File: src/rtl/risk_pkg.sv
// ============================================================================
// Module   : risk_pkg
// Brief    : Shared opcode constants, ALU operation encoding and datapath width.
// Revision : 1.0 - initial release
// ============================================================================
`default_nettype none

package risk_pkg;

    localparam int XLEN = 32;

    localparam logic [4:0] OPC_OP    = 5'b01100;
    localparam logic [4:0] OPC_OPIMM = 5'b00100;
    localparam logic [4:0] OPC_LUI   = 5'b01101;
    localparam logic [4:0] OPC_JAL   = 5'b11011;
    localparam logic [4:0] OPC_JALR  = 5'b11001;

    // Encoding is {b5, funct3}; codes outside this set produce a zero result.
    typedef enum logic [3:0] {
        ALU_ADD  = 4'b0000,
        ALU_SLL  = 4'b0001,
        ALU_SLT  = 4'b0010,
        ALU_SLTU = 4'b0011,
        ALU_XOR  = 4'b0100,
        ALU_SRL  = 4'b0101,
        ALU_OR   = 4'b0110,
        ALU_AND  = 4'b0111,
        ALU_SUB  = 4'b1000,
        ALU_SRA  = 4'b1101
    } alu_op_t;

endpackage

`default_nettype wire

File: src/rtl/dp_regfile.sv
// ============================================================================
// Module   : dp_regfile
// Brief    : Architectural register file with registered dual read; x0 reads 0.
// Revision : 1.0 - initial release
// ============================================================================
`default_nettype none

module dp_regfile #(
    parameter int  XLEN  = 32,
    parameter int  NREGS = 32,
    localparam int AW    = $clog2(NREGS)
) (
    input  logic            clk_i,
    input  logic            rst_ni,
    input  logic            rden_i,
    input  logic [AW-1:0]   rs1_i,
    input  logic [AW-1:0]   rs2_i,
    input  logic            wren_i,
    input  logic [AW-1:0]   rd_i,
    input  logic [XLEN-1:0] wdata_i,
    output logic [XLEN-1:0] rs1_val_o,
    output logic [XLEN-1:0] rs2_val_o
);

    logic [XLEN-1:0] regs_q [NREGS];
    logic [XLEN-1:0] rs1_val_q;
    logic [XLEN-1:0] rs2_val_q;

    // Reads sample the pre-edge contents, so a same-edge write is not bypassed.
    always_ff @(posedge clk_i or negedge rst_ni) begin
        if (!rst_ni) begin
            for (int i = 0; i < NREGS; i++) begin
                regs_q[i] <= '0;
            end
            rs1_val_q <= '0;
            rs2_val_q <= '0;
        end else begin
            if (rden_i) begin
                rs1_val_q <= (rs1_i == '0) ? '0 : regs_q[rs1_i];
                rs2_val_q <= (rs2_i == '0) ? '0 : regs_q[rs2_i];
            end
            if (wren_i && (rd_i != '0)) begin
                regs_q[rd_i] <= wdata_i;
            end
        end
    end

    assign rs1_val_o = rs1_val_q;
    assign rs2_val_o = rs2_val_q;

endmodule

`default_nettype wire

File: src/rtl/risk_datapath.sv
// ============================================================================
// Module   : risk_datapath
// Brief    : RV32I-subset execute datapath: decoder, register file, registered ALU.
// Config   : DATAPATH_TRACE_EN enables simulation trace of writes and invalid reads.
// Revision : 1.0 - initial release
// ============================================================================
`default_nettype none

module risk_datapath
    import risk_pkg::*;
#(
    parameter int XLEN  = risk_pkg::XLEN,
    parameter int NREGS = 32
) (
    input  logic            clk_i,
    input  logic            rst_ni,
    input  logic [31:0]     insn_i,
    input  logic [XLEN-1:0] pc_i,
    input  logic            rden_i,
    input  logic            wren_i,
    output logic [4:0]      opcode_o,
    output logic            invalid_o,
    output logic [4:0]      rd_o,
    output logic [XLEN-1:0] imm_o,
    output logic [XLEN-1:0] rs1_val_o,
    output logic [XLEN-1:0] alu_out_o
);

    logic [4:0]      w_opcode;
    logic [2:0]      w_funct3;
    logic [6:0]      w_funct7;
    logic            w_invalid;
    logic            w_b5;
    logic [3:0]      w_alu_op;
    logic [XLEN-1:0] w_imm;
    logic [XLEN-1:0] w_rs1_val;
    logic [XLEN-1:0] w_rs2_val;
    logic [XLEN-1:0] w_op_a;
    logic [XLEN-1:0] w_op_b;
    logic [4:0]      w_shamt;
    logic [XLEN-1:0] w_alu_res;
    logic [XLEN-1:0] w_wb_data;
    logic            w_is_jump;
    logic            w_we;
    logic [XLEN-1:0] alu_out_q;

    assign w_opcode = insn_i[6:2];
    assign w_funct3 = insn_i[14:12];
    assign w_funct7 = insn_i[31:25];

    always_comb begin
        w_invalid = (insn_i[1:0] != 2'b11);
        w_imm     = '0;
        w_b5      = 1'b0;
        w_alu_op  = ALU_ADD;
        case (w_opcode)
            OPC_OP: begin
                w_b5     = insn_i[30];
                w_alu_op = {w_b5, w_funct3};
                // funct7=0100000 is only meaningful for SUB and SRA.
                if (!((w_funct7 == 7'b0000000) ||
                      ((w_funct7 == 7'b0100000) &&
                       ((w_funct3 == 3'b000) || (w_funct3 == 3'b101))))) begin
                    w_invalid = 1'b1;
                end
            end
            OPC_OPIMM: begin
                w_imm = {{(XLEN-11){insn_i[31]}}, insn_i[30:20]};
                if (w_funct3 == 3'b101) begin
                    w_b5 = insn_i[30];
                    if ((w_funct7 != 7'b0000000) && (w_funct7 != 7'b0100000)) begin
                        w_invalid = 1'b1;
                    end
                end
                if ((w_funct3 == 3'b001) && (w_funct7 != 7'b0000000)) begin
                    w_invalid = 1'b1;
                end
                w_alu_op = {w_b5, w_funct3};
            end
            OPC_LUI: begin
                w_imm = {{(XLEN-31){insn_i[31]}}, insn_i[30:12], 12'b0};
            end
            OPC_JAL: begin
                w_imm = {{(XLEN-20){insn_i[31]}}, insn_i[19:12], insn_i[20],
                         insn_i[30:21], 1'b0};
            end
            OPC_JALR: begin
                w_imm = {{(XLEN-11){insn_i[31]}}, insn_i[30:20]};
            end
            default: begin
                w_invalid = 1'b1;
            end
        endcase
    end

    assign w_op_a  = (w_opcode == OPC_LUI) ? '0 : w_rs1_val;
    assign w_op_b  = ((w_opcode == OPC_OPIMM) || (w_opcode == OPC_LUI)) ? w_imm : w_rs2_val;
    assign w_shamt = w_op_b[4:0];

    always_comb begin
        w_alu_res = '0;
        case (w_alu_op)
            ALU_ADD:  w_alu_res = w_op_a + w_op_b;
            ALU_SUB:  w_alu_res = w_op_a - w_op_b;
            ALU_SLL:  w_alu_res = w_op_a << w_shamt;
            ALU_SLT:  w_alu_res = {{(XLEN-1){1'b0}}, ($signed(w_op_a) < $signed(w_op_b))};
            ALU_SLTU: w_alu_res = {{(XLEN-1){1'b0}}, (w_op_a < w_op_b)};
            ALU_XOR:  w_alu_res = w_op_a ^ w_op_b;
            ALU_SRL:  w_alu_res = w_op_a >> w_shamt;
            ALU_SRA:  w_alu_res = $unsigned($signed(w_op_a) >>> w_shamt);
            ALU_OR:   w_alu_res = w_op_a | w_op_b;
            ALU_AND:  w_alu_res = w_op_a & w_op_b;
            default:  w_alu_res = '0;
        endcase
    end

    always_ff @(posedge clk_i or negedge rst_ni) begin
        if (!rst_ni) begin
            alu_out_q <= '0;
        end else begin
            alu_out_q <= w_alu_res;
        end
    end

    assign w_is_jump = (w_opcode == OPC_JAL) || (w_opcode == OPC_JALR);
    assign w_wb_data = w_is_jump ? (pc_i + XLEN'(4)) : alu_out_q;
    assign w_we      = wren_i && !w_invalid;

    dp_regfile #(
        .XLEN  (XLEN),
        .NREGS (NREGS)
    ) u_regfile (
        .clk_i     (clk_i),
        .rst_ni    (rst_ni),
        .rden_i    (rden_i),
        .rs1_i     (insn_i[19:15]),
        .rs2_i     (insn_i[24:20]),
        .wren_i    (w_we),
        .rd_i      (insn_i[11:7]),
        .wdata_i   (w_wb_data),
        .rs1_val_o (w_rs1_val),
        .rs2_val_o (w_rs2_val)
    );

`ifdef DATAPATH_TRACE_EN
    always_ff @(posedge clk_i) begin
        if (rst_ni) begin
            if (w_we && (insn_i[11:7] != 5'd0)) begin
                $display("x%0d <= %h", insn_i[11:7], w_wb_data);
            end
            if (rden_i && w_invalid) begin
                $display("invalid insn %h", insn_i);
            end
        end
    end
`endif

    assign opcode_o  = w_opcode;
    assign invalid_o = w_invalid;
    assign rd_o      = insn_i[11:7];
    assign imm_o     = w_imm;
    assign rs1_val_o = w_rs1_val;
    assign alu_out_o = alu_out_q;

endmodule

`default_nettype wire

File: config.mk
export PLATFORM = sky130hd
export DESIGN_NAME = risk_datapath
export DESIGN_NICKNAME = d
export VERILOG_FILES = /design/src/rtl/risk_pkg.sv /design/src/rtl/dp_regfile.sv /design/src/rtl/risk_datapath.sv
export SDC_FILE = /design/constraint.sdc
export NUM_CORES = 2
export LEC_CHECK = 0
export CORE_ASPECT_RATIO = 1.1
export CORE_UTILIZATION = 41
export CTS_CLUSTER_SIZE = 10
export DETAILED_ROUTE_END_ITERATION = 6
export PLACE_DENSITY_LB_ADDON = 0.2
export SLEW_MARGIN = 20
export SYNTH_ARGS = -nofsm -noshare
export SYNTH_HDL_FRONTEND = slang
export SYNTH_SLANG_ARGS = --single-unit
File: constraint.sdc
create_clock -name clk_i -period 4.2 [get_ports clk_i]
set_input_delay 0.42 -clock clk_i [delete_from_list [all_inputs] [get_ports clk_i]]
set_output_delay 0.42 -clock clk_i [all_outputs]
set_load 0.1 [all_outputs]
**After elaboration in Yosys (flattened, before gate mapping)**

Index checks and enable logic that the tools add are counted.

- Flip-flop bits (word level): 1120
- Input bits: 68
- Output and inout port bits: 107
- Logic and storage cells: 115

- Add/subtract/negate cells: 3
- Magnitude comparators: 6
- Eq/ne operators: 19
- Shift-type cells: 3
- Mux-type cells: 23
- Bitwise gates (word level): 6
- Reductions and logical operators: 20

Operator list:

| cell | count |
|---|---|
| $bwmux 1024 | 1 |
| $bmux 32 s5 | 2 |
| $mux 32 | 10 |
| $pmux 32 s10 | 1 |
| $demux 32 s5 | 1 |
| $pmux 32 s3 | 1 |
| $lt 32x32->1 | 2 |
| $add 32x3->32 const B | 1 |
| $add 32x32->32 | 1 |
| $and 32x32->32 | 1 |
| $or 32x32->32 | 1 |
| $shl 32x5->32 | 1 |
| $shr 32x5->32 | 1 |
| $sshr 32x5->32 | 1 |
| $sub 32x32->32 | 1 |
| $xor 32x32->32 | 1 |
| $ge 6x6->1 const B | 3 |
| $not 5->6 | 3 |
| $eq 4x3->1 const B | 4 |
| $eq 5x4->1 const B | 2 |
| $eq 5x5->1 const B | 2 |
| $logic_not 5->1 | 2 |
| $eq 4x2->1 const B | 2 |
| $eq 4x4->1 const B | 2 |
| 21 further kinds | 33 |

**Longest topological paths before layout**

- Word-level depth: 9
- Gate-level depth with buffers: 21
- Gate-level depth less buffers: 18

**By module**

A second synthesis with hierarchy kept.

- Cell total of the unflattened synthesis: 5766
- Area total of the unflattened synthesis: 68588.3 sq um

Modules (own cells, without submodules):

| module | times used | cells an instance | area an instance (sq um) | sequential area each (sq um) |
|---|---|---|---|---|
| dp_regfile | 1 | 3985 | 57253.7 | 27226.1 |
| risk_datapath | 1 | 1781 | 11334.6 | 800.8 |

**Worst setup path after synthesis**

OpenSTA, ideal clock, no wires.

- Path type: in2reg
- Start: input insn_i[2]
- End: register alu_out_q[29] (netlist: alu_out_o[29])
- Setup time: 0.129 ns
- Data arrival time: 5.569 ns
- Required time: 4.071 ns
- Setup slack: -1.498 ns
- Stages on the path: 18
- Buffers on the path: 4
- Cells stage by stage: buf_4 -> nor4b_2 -> buf_2 -> a21oi_1 -> nor2_1 -> a21boi_2 -> clkbuf_1 -> clkbuf_1 -> ha_1 -> or2_2 -> a221oi_1 -> a21oi_1 -> o22ai_1 -> a22o_1 -> o21bai_1 -> a311oi_1 -> xnor2_1 -> a2111o_1

- Cells in the longest elaborated chain, start to end: 6
- Elaborated cells between the ends (all ways): 30
- Classes of those cells: add/sub (2); eq/ne (14); shift (3); mux (5); bitwise (3); reduce/logical (3)

Ends and longest elaborated chain:

| item | line | RTL |
|---|---|---|
| from (decl) | risk_datapath.sv:17 | `input logic [31:0] insn_i,` |
| $eq 5x3->1 or $eq 5x5->1 (tied branches) | risk_datapath.sv:56 | `case (w_opcode)` |
| $reduce_or 2->1 (no line) | n/a |  |
| $pmux 32 s3 (*) | risk_datapath.sv:56 |  |
| net imm_o[4] | risk_datapath.sv:24 | `output logic [XLEN-1:0] imm_o,` |
| $mux 32 (*) | risk_datapath.sv:97 | `assign w_op_b = ((w_opcode == OPC_OPIMM) \|\| (w_opcode == OPC_LUI)) ? w_imm : w_rs2_val;` |
| $sub 32x32->32 (tied with other cells) | risk_datapath.sv:104 | `ALU_SUB: w_alu_res = w_op_a - w_op_b;` |
| $pmux 32 s10 (*) | risk_datapath.sv:102 | `case (w_alu_op)` |
| net w_alu_res[29] | risk_datapath.sv:41 | `logic [XLEN-1:0] w_alu_res;` |
| to (signal assigned) | risk_datapath.sv:121 | `alu_out_q <= w_alu_res;` |
| to (decl) | risk_datapath.sv:45 | `logic [XLEN-1:0] alu_out_q;` |

The timed path passes the listed nets; every way through them passes the cells marked *.
A chain may end at the register's enable or synchronous reset.

**Final worst setup path**

- Start: input insn_i[2]
- End: register alu_out_q[24] (netlist: alu_out_o[24])

- Cells in the longest elaborated chain, start to end: 6
- Elaborated cells between the ends (all ways): 30
- Classes of those cells: add/sub (2); eq/ne (14); shift (3); mux (5); bitwise (3); reduce/logical (3)

Ends and longest elaborated chain:

| item | line |
|---|---|
| $eq 5x3->1 or $eq 5x5->1 (tied branches) | risk_datapath.sv:56, risk_datapath.sv:97 |
| $reduce_or 2->1 (no line) | n/a |
| $pmux 32 s3 | risk_datapath.sv:56 |
| $mux 32 | risk_datapath.sv:97 |
| $sub 32x32->32 (tied with other cells) | risk_datapath.sv:104 |
| $pmux 32 s10 (*) | risk_datapath.sv:102 |
| net w_alu_res[24] | risk_datapath.sv:41 |

Marked as above.

==> results.py <==
metrics = {
    "global_routing": {
        "grt_pass1_wl_mm": 423,
        "top_usage_layer": "met2",
        "met1_usage": 0.453,
        "grt_max_degree": 109,
        "grt_pass1_vias": 56400,
        "met2_usage": 0.576,
        "use_met3": 0.0736,
        "grt_util_all_layers": 0.361,
        "antenna_found_initial": 11,
        "gr-total-overflow": 0,
    },
    "cells_and_area": {
        "ff_latch_area_mm2": 0.0280,
        "num-fill-cells": 14700,
        "drive_above_1_share": 0.315,
        "syn2layout_area_growth_pct": 22.3,
        "multi_input_area_mm2": 0.0364,
        "nets": 6992,
        "utilization": 0.505,
    },
    "die": {
        "core-area_mm2": 0.162,
        "io_pins": 175,
        "initial_utilization": 0.413,
        "die_area_mm2": 0.165,
        "rows": 155,
        "die_width_um": 387,
        "die-height_um": 426,
    },
    "timing": {
        "finalHoldViolations": 0,
        "max_freq_mhz": 246,
        "fin_crit_sh": 0.967,
        "finalSetupViolCount": 0,
        "worst_pin_slew_ns": 1.04,
        "fin_crit_ns": 4.06,
        "holdWs_ns": 0.154,
        "finClkSkew_ns": 0.0512,
        "relSlewSlack": 0.307,
        "finalWorstSetupSlack_ns": 0.138,
        "drv_slew": 0,
        "rsz0062_at_grt": "no",
    },
    "synth": {
        "synthDistinctLibCells": 92,
        "synthMostInstantiatedCell": "dfrtp_1",
        "synth_xor_area_frac": 0.00589,
        "yosysTopAreaCellShare": 0.419,
        "syn-cell-area_mm2": 0.0670,
        "synthSimpleGateAreaFrac": 0.0885,
        "synth_edf_count": 0,
        "synth_compound_area_frac": 0.146,
        "yosys_most_used_dff": "dfrtp_1",
        "async_reset_ff_frac": 1.00,
        "synth.area.top_cells": "dfrtp_1, mux4_2, mux2_2",
        "synth_seq_area_share": 0.419,
        "synth_cells": 6166,
        "yosysTopAreaCell": "dfrtp_1",
        "yosys_warnings": 0,
        "synthAdderAreaFrac": 0.0195,
        "muxShareOfSynthArea": 0.274,
        "synth_nets": 6337,
        "synth_commonest_cells": "dfrtp_1, nand2_1, o21ai_0, mux4_2, mux2_2",
        "syn_avg_cell_area_um2": 10.9,
        "synth_top_family_by_area": "multiplexers",
        "synth_seq_cells": 1120,
    },
    "clock_network": {
        "worst_skew_pair.late_latency_ns": 0.82,
        "clk_pin_slew_ns": 0.06,
        "cts_buffers": 135,
        "cts.sinks": 1120,
        "clock_path_buffers": 3,
        "root_buffer": "clkbuf_16",
        "cts.htree.levels": 4,
        "cts_tree": "yes",
    },
    "power_and_ir_drop": {
        "p_leak_nw": 36.5,
        "pwr_density_cell_mw_per_mm2": 355,
        "peakVddDrop_mv": 0.255,
    },
    "setup_path": {
        "path_class": "in2reg",
        "worstPathCellList": "dlygate4sd2_1 > buf_4 > and4b_1 > nand2_1 > nand2_2 > buf_12 > buf_4 > a21oi_2 > o21ai_0 > ha_1 > nand2_1 > nor3_2 > o211ai_1 > buf_4 > o211ai_1 > buf_4 > a311oi_2 > buf_4 > a221o_1 > a221o_1",
        "critPathArrivalTime_ns": 4.74,
        "startpoint_type": "primary input",
        "path_max_fanout": 6,
        "end_kind": "flip-flop",
        "cpMostUsedCell": "buf_4",
        "slowest_stage": "ha_1",
        "required_ns": 4.88,
        "ff2ff_path_depth": 19,
        "max_stage_delay_ns": 0.37,
    },
    "placement": {
        "place_ws_ns": -1.40,
        "port_buffers": 174,
        "dp_hpwl_mm": 214,
        "place.gp.congestion": 1.06,
    },
    "hold_path": {
        "hold_depth": 4,
        "hold_class": "in2reg",
    },
    "run": {
        "drv_cap": 0,
    },
    "routing": {
        "routed_via_density": 6.25,
        "vias": 56100,
        "wire_per_inst_um": 33.1,
        "ant_nets": 0,
        "post-route-drc-count": 0,
        "wl_mm": 298,
        "dr.pass1.iters": 6,
        "drt-initial-drc-count": 5186,
    },
    "status": {
        "outcome": "completed",
    },
}
==> path summary, 6_finish.rpt <==
kind                                                             to  slack, ns                                from
worst max-delay path                        alu_out_o[24]$_DFF_PN0_       0.14                           insn_i[2]
min in group asynchronous          u_regfile.regs_q[20]$_DFFE_PN0P_       0.22                              rst_ni
worst min register to register   u_regfile.regs_q[1011]$_DFFE_PN0P_       0.39  u_regfile.regs_q[1011]$_DFFE_PN0P_
worst max register to register              alu_out_o[30]$_DFF_PN0_       0.30  u_regfile.rs2_val_o[0]$_DFFE_PN0P_
worst min-delay path            u_regfile.rs2_val_o[10]$_DFFE_PN0P_       0.15                          insn_i[24]
max in group asynchronous         u_regfile.regs_q[659]$_DFFE_PN0P_       2.58                              rst_ni
==> cell type report <==
| class | instances | share of cell area |
|---|---|---|
| multi-input combinational | 4302 | 0.444 |
| sequential | 1120 | 0.342 |
| timing repair buffer | 1118 | 0.129 |
| clock buffer | 159 | 0.0432 |
| tap | 2119 | 0.0324 |
| inverter | 144 | 0.00663 |
| clock inverter | 16 | 0.00245 |
| antenna | 1 | 0.0000306 |
==> cell families after synthesis <==
family                     Yosys count
buffers and inverters              744
muxes                             1219
xor gates and xnor gates            45
and+or+nand+nor                   1325
AOI/OAI and AO/OA                 1610
DFF                               1120
adders and majority gates          103
==> critical path: cells and delay by family <==
kind / cells / cell delay, ns
buffers and inverters: 7 / 1.35
adders and majority gates: 1 / 0.37
and+or+nand+nor: 5 / 0.96
AOI/OAI and AO/OA: 7 / 1.61
==> report_power, final <==
group | internal [mW] | switching, mW
registers | 11.0 | 0.338
logic | 2.36 | 4.71
clock network | 5.97 | 4.67
total | 19.4 | 9.72
==> metrics by stage <==
stage                     std cells  cell area [um2]  total power, mW  TNS, ns
final                          8979            81900             29.1        0
after global routing           8978            81900             30.0        0
after CTS                      8978            81800             29.1        0
after detailed placement       8801            77900             18.5   -23.74
after global placement         8801            77900             18.5   -23.12
after floorplan                6166            67200             14.9   -0.138
==> repair_timing <==
action                     in CTS  in global routing
pin swaps                       3                  4
setup endpoints to repair      11                 13
setup buffers                   1                  0
hold buffers                    1                  0
hold endpoints to repair       64                  0
gates resized for setup        21                 23
cloned                          0                  0
==> sequential cells by signal, summed over array words and instances, names as in the netlist <==
name and cells:
u_regfile.regs_q 1024, alu_out_o 32, u_regfile.rs1_val_o 32, u_regfile.rs2_val_o 32
==> placed cells by master, fill, tap and decap left out, types with 144 or more instances in the layout <==
cell type  count
nand2_1      754
mux2_2       427
mux4_2       447
buf_12       144
nor2_1       230
o21ai_0      713
buf_4        839
mux2i_1      331
dfrtp_1     1120
a21oi_1      291
==> layer usage <==
layer,part of all wire,vias to the layer above,wire length [um]
li1,-,24100,-
met1,0.39,28900,117000
met2,0.46,2420,138000
met3,0.074,708,22100
met4,0.069,8,20500
met5,0.00016,-,48
(Power assumes the default switching activity.)
